$ cat config.mk
export PLATFORM = sky130hd
export DESIGN_NAME = rvc_fetch_aligner
export DESIGN_NICKNAME = d
export VERILOG_FILES = /design/src/rtl/rvc_fetch_aligner.sv
export SDC_FILE = /design/constraint.sdc
export NUM_CORES = 1
export LEC_CHECK = 0
export CELL_PAD_IN_SITES_DETAIL_PLACEMENT = 0
export CELL_PAD_IN_SITES_GLOBAL_PLACEMENT = 1
export CORE_ASPECT_RATIO = 0.5
export CORE_MARGIN = 1.5
export CORE_UTILIZATION = 44
export DETAILED_ROUTE_END_ITERATION = 8
export PLACE_DENSITY = 0.91
export SETUP_SLACK_MARGIN = 0.2
export SLEW_MARGIN = 20
export SYNTH_ARGS = -nofsm -noshare
export SYNTH_HDL_FRONTEND = slang
export SYNTH_SLANG_ARGS = --single-unit
$ cat constraint.sdc
create_clock -name clk -period 3.7 [get_ports clk]
set_input_delay 0.37 -clock clk [delete_from_list [all_inputs] [get_ports clk]]
set_output_delay 0.37 -clock clk [all_outputs]
set_load 0.01 [all_outputs]
$ cat src/rtl/rvc_fetch_aligner.sv
// Purpose: realigns FETCH_HW-halfword fetch words into one 16- or 32-bit RISC-V instruction per cycle.
// Latency: a halfword accepted in cycle N reaches the head in N+1; no same-cycle bypass.
// Backpressure: fetch_ready drops when a whole beat no longer fits; inst_ready low holds the head stable.
//
// Ports:
//   clk, reset_n               clock, asynchronous active-low reset
//   flush, redirect_pc         redirect: empty the buffer, restart at redirect_pc (bit0 ignored)
//   fetch_valid/ready/data     fetch-word handshake, halfword 0 in the LSBs
//   inst_valid/ready           aligned-instruction handshake towards decode
//   inst_data, inst_is_c       instruction (compressed zero-extended) and its size flag
//   inst_pc                    PC of inst_data
//   straddle                   head holds only the lower half of a 32-bit instruction
module rvc_fetch_aligner #(
    parameter int FETCH_HW = 2,
    parameter int BUF_HW   = 6,
    parameter int PC_W     = 32
) (
    input  logic                   clk,
    input  logic                   reset_n,
    input  logic                   flush,
    input  logic [PC_W-1:0]        redirect_pc,
    input  logic                   fetch_valid,
    output logic                   fetch_ready,
    input  logic [16*FETCH_HW-1:0] fetch_data,
    output logic                   inst_valid,
    input  logic                   inst_ready,
    output logic [31:0]            inst_data,
    output logic                   inst_is_c,
    output logic [PC_W-1:0]        inst_pc,
    output logic                   straddle
);

    localparam int CNT_W  = $clog2(BUF_HW + 1);
    localparam int PTR_W  = $clog2(BUF_HW);
    localparam int DROP_W = $clog2(FETCH_HW);

    if ((FETCH_HW != 2 && FETCH_HW != 4) || BUF_HW < FETCH_HW + 2) begin : g_param_check
        $fatal(1, "rvc_fetch_aligner: FETCH_HW must be 2 or 4 and BUF_HW >= FETCH_HW+2");
    end

    logic [15:0]       hbuf_q [BUF_HW];
    logic [15:0]       hbuf_d [BUF_HW];
    logic [PTR_W-1:0]  head_q, head_d;
    logic [PTR_W-1:0]  tail_q, tail_d;
    logic [CNT_W-1:0]  count_q, count_d;
    logic [PC_W-1:0]   pc_q, pc_d;
    logic [DROP_W-1:0] drop_q, drop_d;

    logic [15:0]       h0, h1;
    logic              is_comp;
    logic              push, pop;
    logic [CNT_W-1:0]  push_cnt, pop_cnt;

    // Buffer depth need not be a power of two, so pointers wrap explicitly.
    // n never exceeds BUF_HW, so one conditional subtraction is enough.
    function automatic logic [PTR_W-1:0] wrap_add(input logic [PTR_W-1:0] p, input int n);
        int s;
        s = int'(p) + n;
        if (s >= BUF_HW) begin
            s = s - BUF_HW;
        end
        return PTR_W'(s);
    endfunction

    // Head decode straight from registered state.
    assign h0      = hbuf_q[head_q];
    assign h1      = hbuf_q[wrap_add(head_q, 1)];
    assign is_comp = (h0[1:0] != 2'b11);

    assign inst_valid = is_comp ? (count_q >= CNT_W'(1)) : (count_q >= CNT_W'(2));
    assign inst_data  = is_comp ? {16'h0000, h0} : {h1, h0};
    // Qualified with a non-empty buffer so an empty aligner reports a 32-bit-neutral 0.
    assign inst_is_c  = is_comp && (count_q != '0);
    assign inst_pc    = pc_q;
    assign straddle   = (count_q == CNT_W'(1)) && !is_comp;

    // Deliberately ignores a concurrent pop: only a whole free beat's worth of space counts.
    assign fetch_ready = !flush && ((int'(count_q) + FETCH_HW) <= BUF_HW);

    assign push     = fetch_valid && fetch_ready;
    assign pop      = inst_valid && inst_ready && !flush;
    assign push_cnt = push ? CNT_W'(FETCH_HW - int'(drop_q)) : '0;
    assign pop_cnt  = pop ? (is_comp ? CNT_W'(1) : CNT_W'(2)) : '0;

    always_comb begin
        hbuf_d  = hbuf_q;
        head_d  = head_q;
        tail_d  = tail_q;
        count_d = count_q;
        pc_d    = pc_q;
        drop_d  = drop_q;
        if (flush) begin
            head_d  = '0;
            tail_d  = '0;
            count_d = '0;
            pc_d    = redirect_pc & ~PC_W'(1);
            // Halfwords of the next beat that sit below the redirect target are skipped.
            drop_d  = redirect_pc[DROP_W:1];
        end else begin
            if (push) begin
                for (int i = 0; i < FETCH_HW; i++) begin
                    if (i >= int'(drop_q)) begin
                        hbuf_d[wrap_add(tail_q, i - int'(drop_q))] = fetch_data[16*i +: 16];
                    end
                end
                tail_d = wrap_add(tail_q, int'(push_cnt));
                drop_d = '0;
            end
            if (pop) begin
                head_d = wrap_add(head_q, int'(pop_cnt));
                pc_d   = pc_q + (is_comp ? PC_W'(2) : PC_W'(4));
            end
            count_d = count_q + push_cnt - pop_cnt;
        end
    end

    always_ff @(posedge clk or negedge reset_n) begin
        if (!reset_n) begin
            for (int i = 0; i < BUF_HW; i++) begin
                hbuf_q[i] <= '0;
            end
            head_q  <= '0;
            tail_q  <= '0;
            count_q <= '0;
            pc_q    <= '0;
            drop_q  <= '0;
        end else begin
            hbuf_q  <= hbuf_d;
            head_q  <= head_d;
            tail_q  <= tail_d;
            count_q <= count_d;
            pc_q    <= pc_d;
            drop_q  <= drop_d;
        end
    end

endmodule

==> flow_metrics.env <==
export IMPL_setup_viol_count_final=0
export IMPL_synth_distinct_cells=67
export IMPL_worst_setup_path_end_kind="output pin"
export IMPL_numCtsBuffers=17
export IMPL_cts_tree="built"
export IMPL_overflow=0
export IMPL_tns_ps=0
export IMPL_timing_fmax_mhz=284
export IMPL_ys_warn_count=0
export IMPL_syn_inst=816
export IMPL_worst_ep_required_time_ps=3330
export IMPL_post_route_worst_setup_slack_ps=177
export IMPL_die_w_um=205
export IMPL_first_pass_iters=5
export IMPL_grt_pass1_vias=7705
export IMPL_fin_area_um2=11500
export IMPL_area_growth_pct=27.2
export IMPL_instances_no_fill=1246
export IMPL_drc=0
export IMPL_p_total_mw=8.03
export IMPL_dp_cells=1203
export IMPL_pin_count=137
export IMPL_synth_top_area_share_pct=38.0
export IMPL_portBuffers=134
export IMPL_synth_seq_area_share_pct=38.0
export IMPL_synth_most_common_cell="dfrtp_1"
export IMPL_synthFlopType="dfrtp_1"
export IMPL_period_share_pct=95.2
export IMPL_status="finished, final reports clean"
export IMPL_core_area_um2=19800
export IMPL_synth_area_top_cells="dfrtp_1 38%, mux4_2 7.7%, o221a_2 7.7%"
export IMPL_insertion_delay_ps=440
export IMPL_synth_seq_cells=137
export IMPL_diodes=0
export IMPL_synthArstFlopShare_pct=100
export IMPL_hpwl_um=17400
export IMPL_grt_antenna_before_repair=0
export IMPL_cp_start_kind="flop"
export IMPL_synth_edf_count=0
export IMPL_row_count=36
export IMPL_hold_buffers=0
export IMPL_crit_fanout=16
export IMPL_clkSinkCount=137
export IMPL_fp_dieH_um=104
export IMPL_regArea_um2=3430
export IMPL_drt_vias_per_instance=6.16
export IMPL_routedWlPerCell_um=21.8
export IMPL_clockBufferDepth=2
export IMPL_drt_initial_drc_count=689
export IMPL_netlist_area_um2=9020
export IMPL_grt_max_degree=71
export IMPL_regToRegStartpoint="head_q[0]"
export IMPL_synth_top_cell_by_area="dfrtp_1"
export IMPL_postRouteAntennaNets=0
export IMPL_gr_usage_all_layers_pct=25.9
export IMPL_die_area_um2=21400
export IMPL_rsz0062_at_grt="yes"
export IMPL_clk_pin_slew_ps=60
export IMPL_power_density_nw_per_um2=700
export IMPL_floorplan_initialDensity_pct=45.6
export IMPL_slew_headroom_pct=38.1
export IMPL_place_congestion=0.842
export IMPL_cts_max_level=4
export IMPL_synth_nets=909
export IMPL_final_util_pct=58.0
export IMPL_multi_input_area_um2=5200
export IMPL_grt_pass1_wl_um=42400
export IMPL_layout_nets=1060
export IMPL_finClkSkew_ps=7.01
export IMPL_place_area_um2=10700
export IMPL_crit_type="flop to output pin"
export IMPL_hold_viol=0
export IMPL_post_place_ws_ps=98.5
export IMPL_drv_slew=0
export IMPL_arrival_ps=3150
export IMPL_fin_crit_ps=3520
export IMPL_worst_pin_slew_ps=929
export IMPL_vdd_drop_max_uv=288
export IMPL_p_leak_nw=4.65
export IMPL_drive_above_1_share_pct=26.1
export IMPL_vias=7670
export IMPL_crit_start="head_q[0]"
export IMPL_cts_root_buf="clkbuf_16"
export IMPL_synth_area_per_cell_um2=11.0
export IMPL_wl_um=27200
export IMPL_maxCapViolCount=0
export IMPL_synth_commonest_cells="137 x dfrtp_1, 62 x o221a_2, 38 x inv_1, 37 x mux2i_1, 36 x a21o_1"
export IMPL_min_path_type="input pin to async pin"
export IMPL_fin_hold_ws_ps=70.3
export IMPL_fillCellCount=1630
-- timing repair --
action                     CTS  global route
hold endpoints to repair     0             0
gates cloned                 0             1
setup buffers                5             5
setup endpoints to repair   40            46
gates resized for setup      9            10
pin swaps                    1             3
-- critical path: stages, from the launching register on --
cell and delay [ps]:
dfrtp_4 540, clkbuf_2 180, or2_2 310, o22ai_4 180
a21oi_4 110, inv_1 100, buf_4 150, nand2_1 50
buf_4 230, o2bb2ai_1 270, clkdlybuf4s50_1 590
-- where the power goes --
| part | internal [mW] | switching (mW) | total (mW) |
|---|---|---|---|
| Clock | 1.01 | 0.735 | 1.74 |
| Combinational | 2.04 | 1.63 | 3.68 |
| Sequential | 2.09 | 0.522 | 2.61 |
| Total | 5.14 | 2.89 | 8.03 |
-- metal layers --
metal  wire length (um)  global-route usage [%]  share of wire, %  vias to the layer above
li1                   -                       -                 -                     3444
met2              12100                    37.9                44                      347
met5                  0                       0                 0                        -
met3               2330                    5.98               8.6                       56
met4                726                    11.2               2.7                        0
met1              12100                    36.5                44                     3823
-- final cells by class --
| class | count | share of cell area, % |
|---|---|---|
| tap | 266 | 2.90 |
| sequential | 137 | 29.9 |
| timing repair buffer | 189 | 15.5 |
| multi-input combinational | 584 | 45.3 |
| inverter | 38 | 1.24 |
| clock buffer | 17 | 3.71 |
| clock inverter | 15 | 1.43 |
-- registers in the layout, indices dropped and copies added (netlist names) --
name	flops
tail_q	3
drop_q	1
count_q	3
inst_pc	31
head_q	3
hbuf_q	96
-- worst paths after layout --
kind,endpoint,slack (ps),cells after the start
max,inst_data[21],180,10
min,hbuf_q[57],70,1
min reg2reg,hbuf_q[42],500,1
min in group clk,inst_pc[24],490,3
max reg2reg,inst_pc[17],310,11
max in group asynchronous,hbuf_q[52],2760,2
-- placed cells by master (no fill, tap or decap), drive strengths merged, types with 19 or more instances in the layout --
cell type,Yosys,routed
nor2,22,22
nand2b,31,31
clkdlybuf4s50,0,133
o22ai,19,19
a22o,32,32
o221a,65,65
inv,38,44
buf,37,55
mux4,31,31
a21o,38,38
o21ai,35,35
or2,34,34
mux2i,37,37
dfrtp,137,137
nand2,33,33
-- cells by family after synthesis --
group / Yosys count / share of synthesized area [%]
other: 1 / 0.0416
AOI/OAI and AO/OA: 265 / 25.0
muxes: 79 / 13.2
and+or+nand+nor: 185 / 11.9
buffers and inverters: 95 / 5.12
DFF: 137 / 38.0
adders and majority gates: 24 / 3.83
xor gates and xnor gates: 30 / 2.91
No activity file was read; power rests on OpenSTA's default activity.
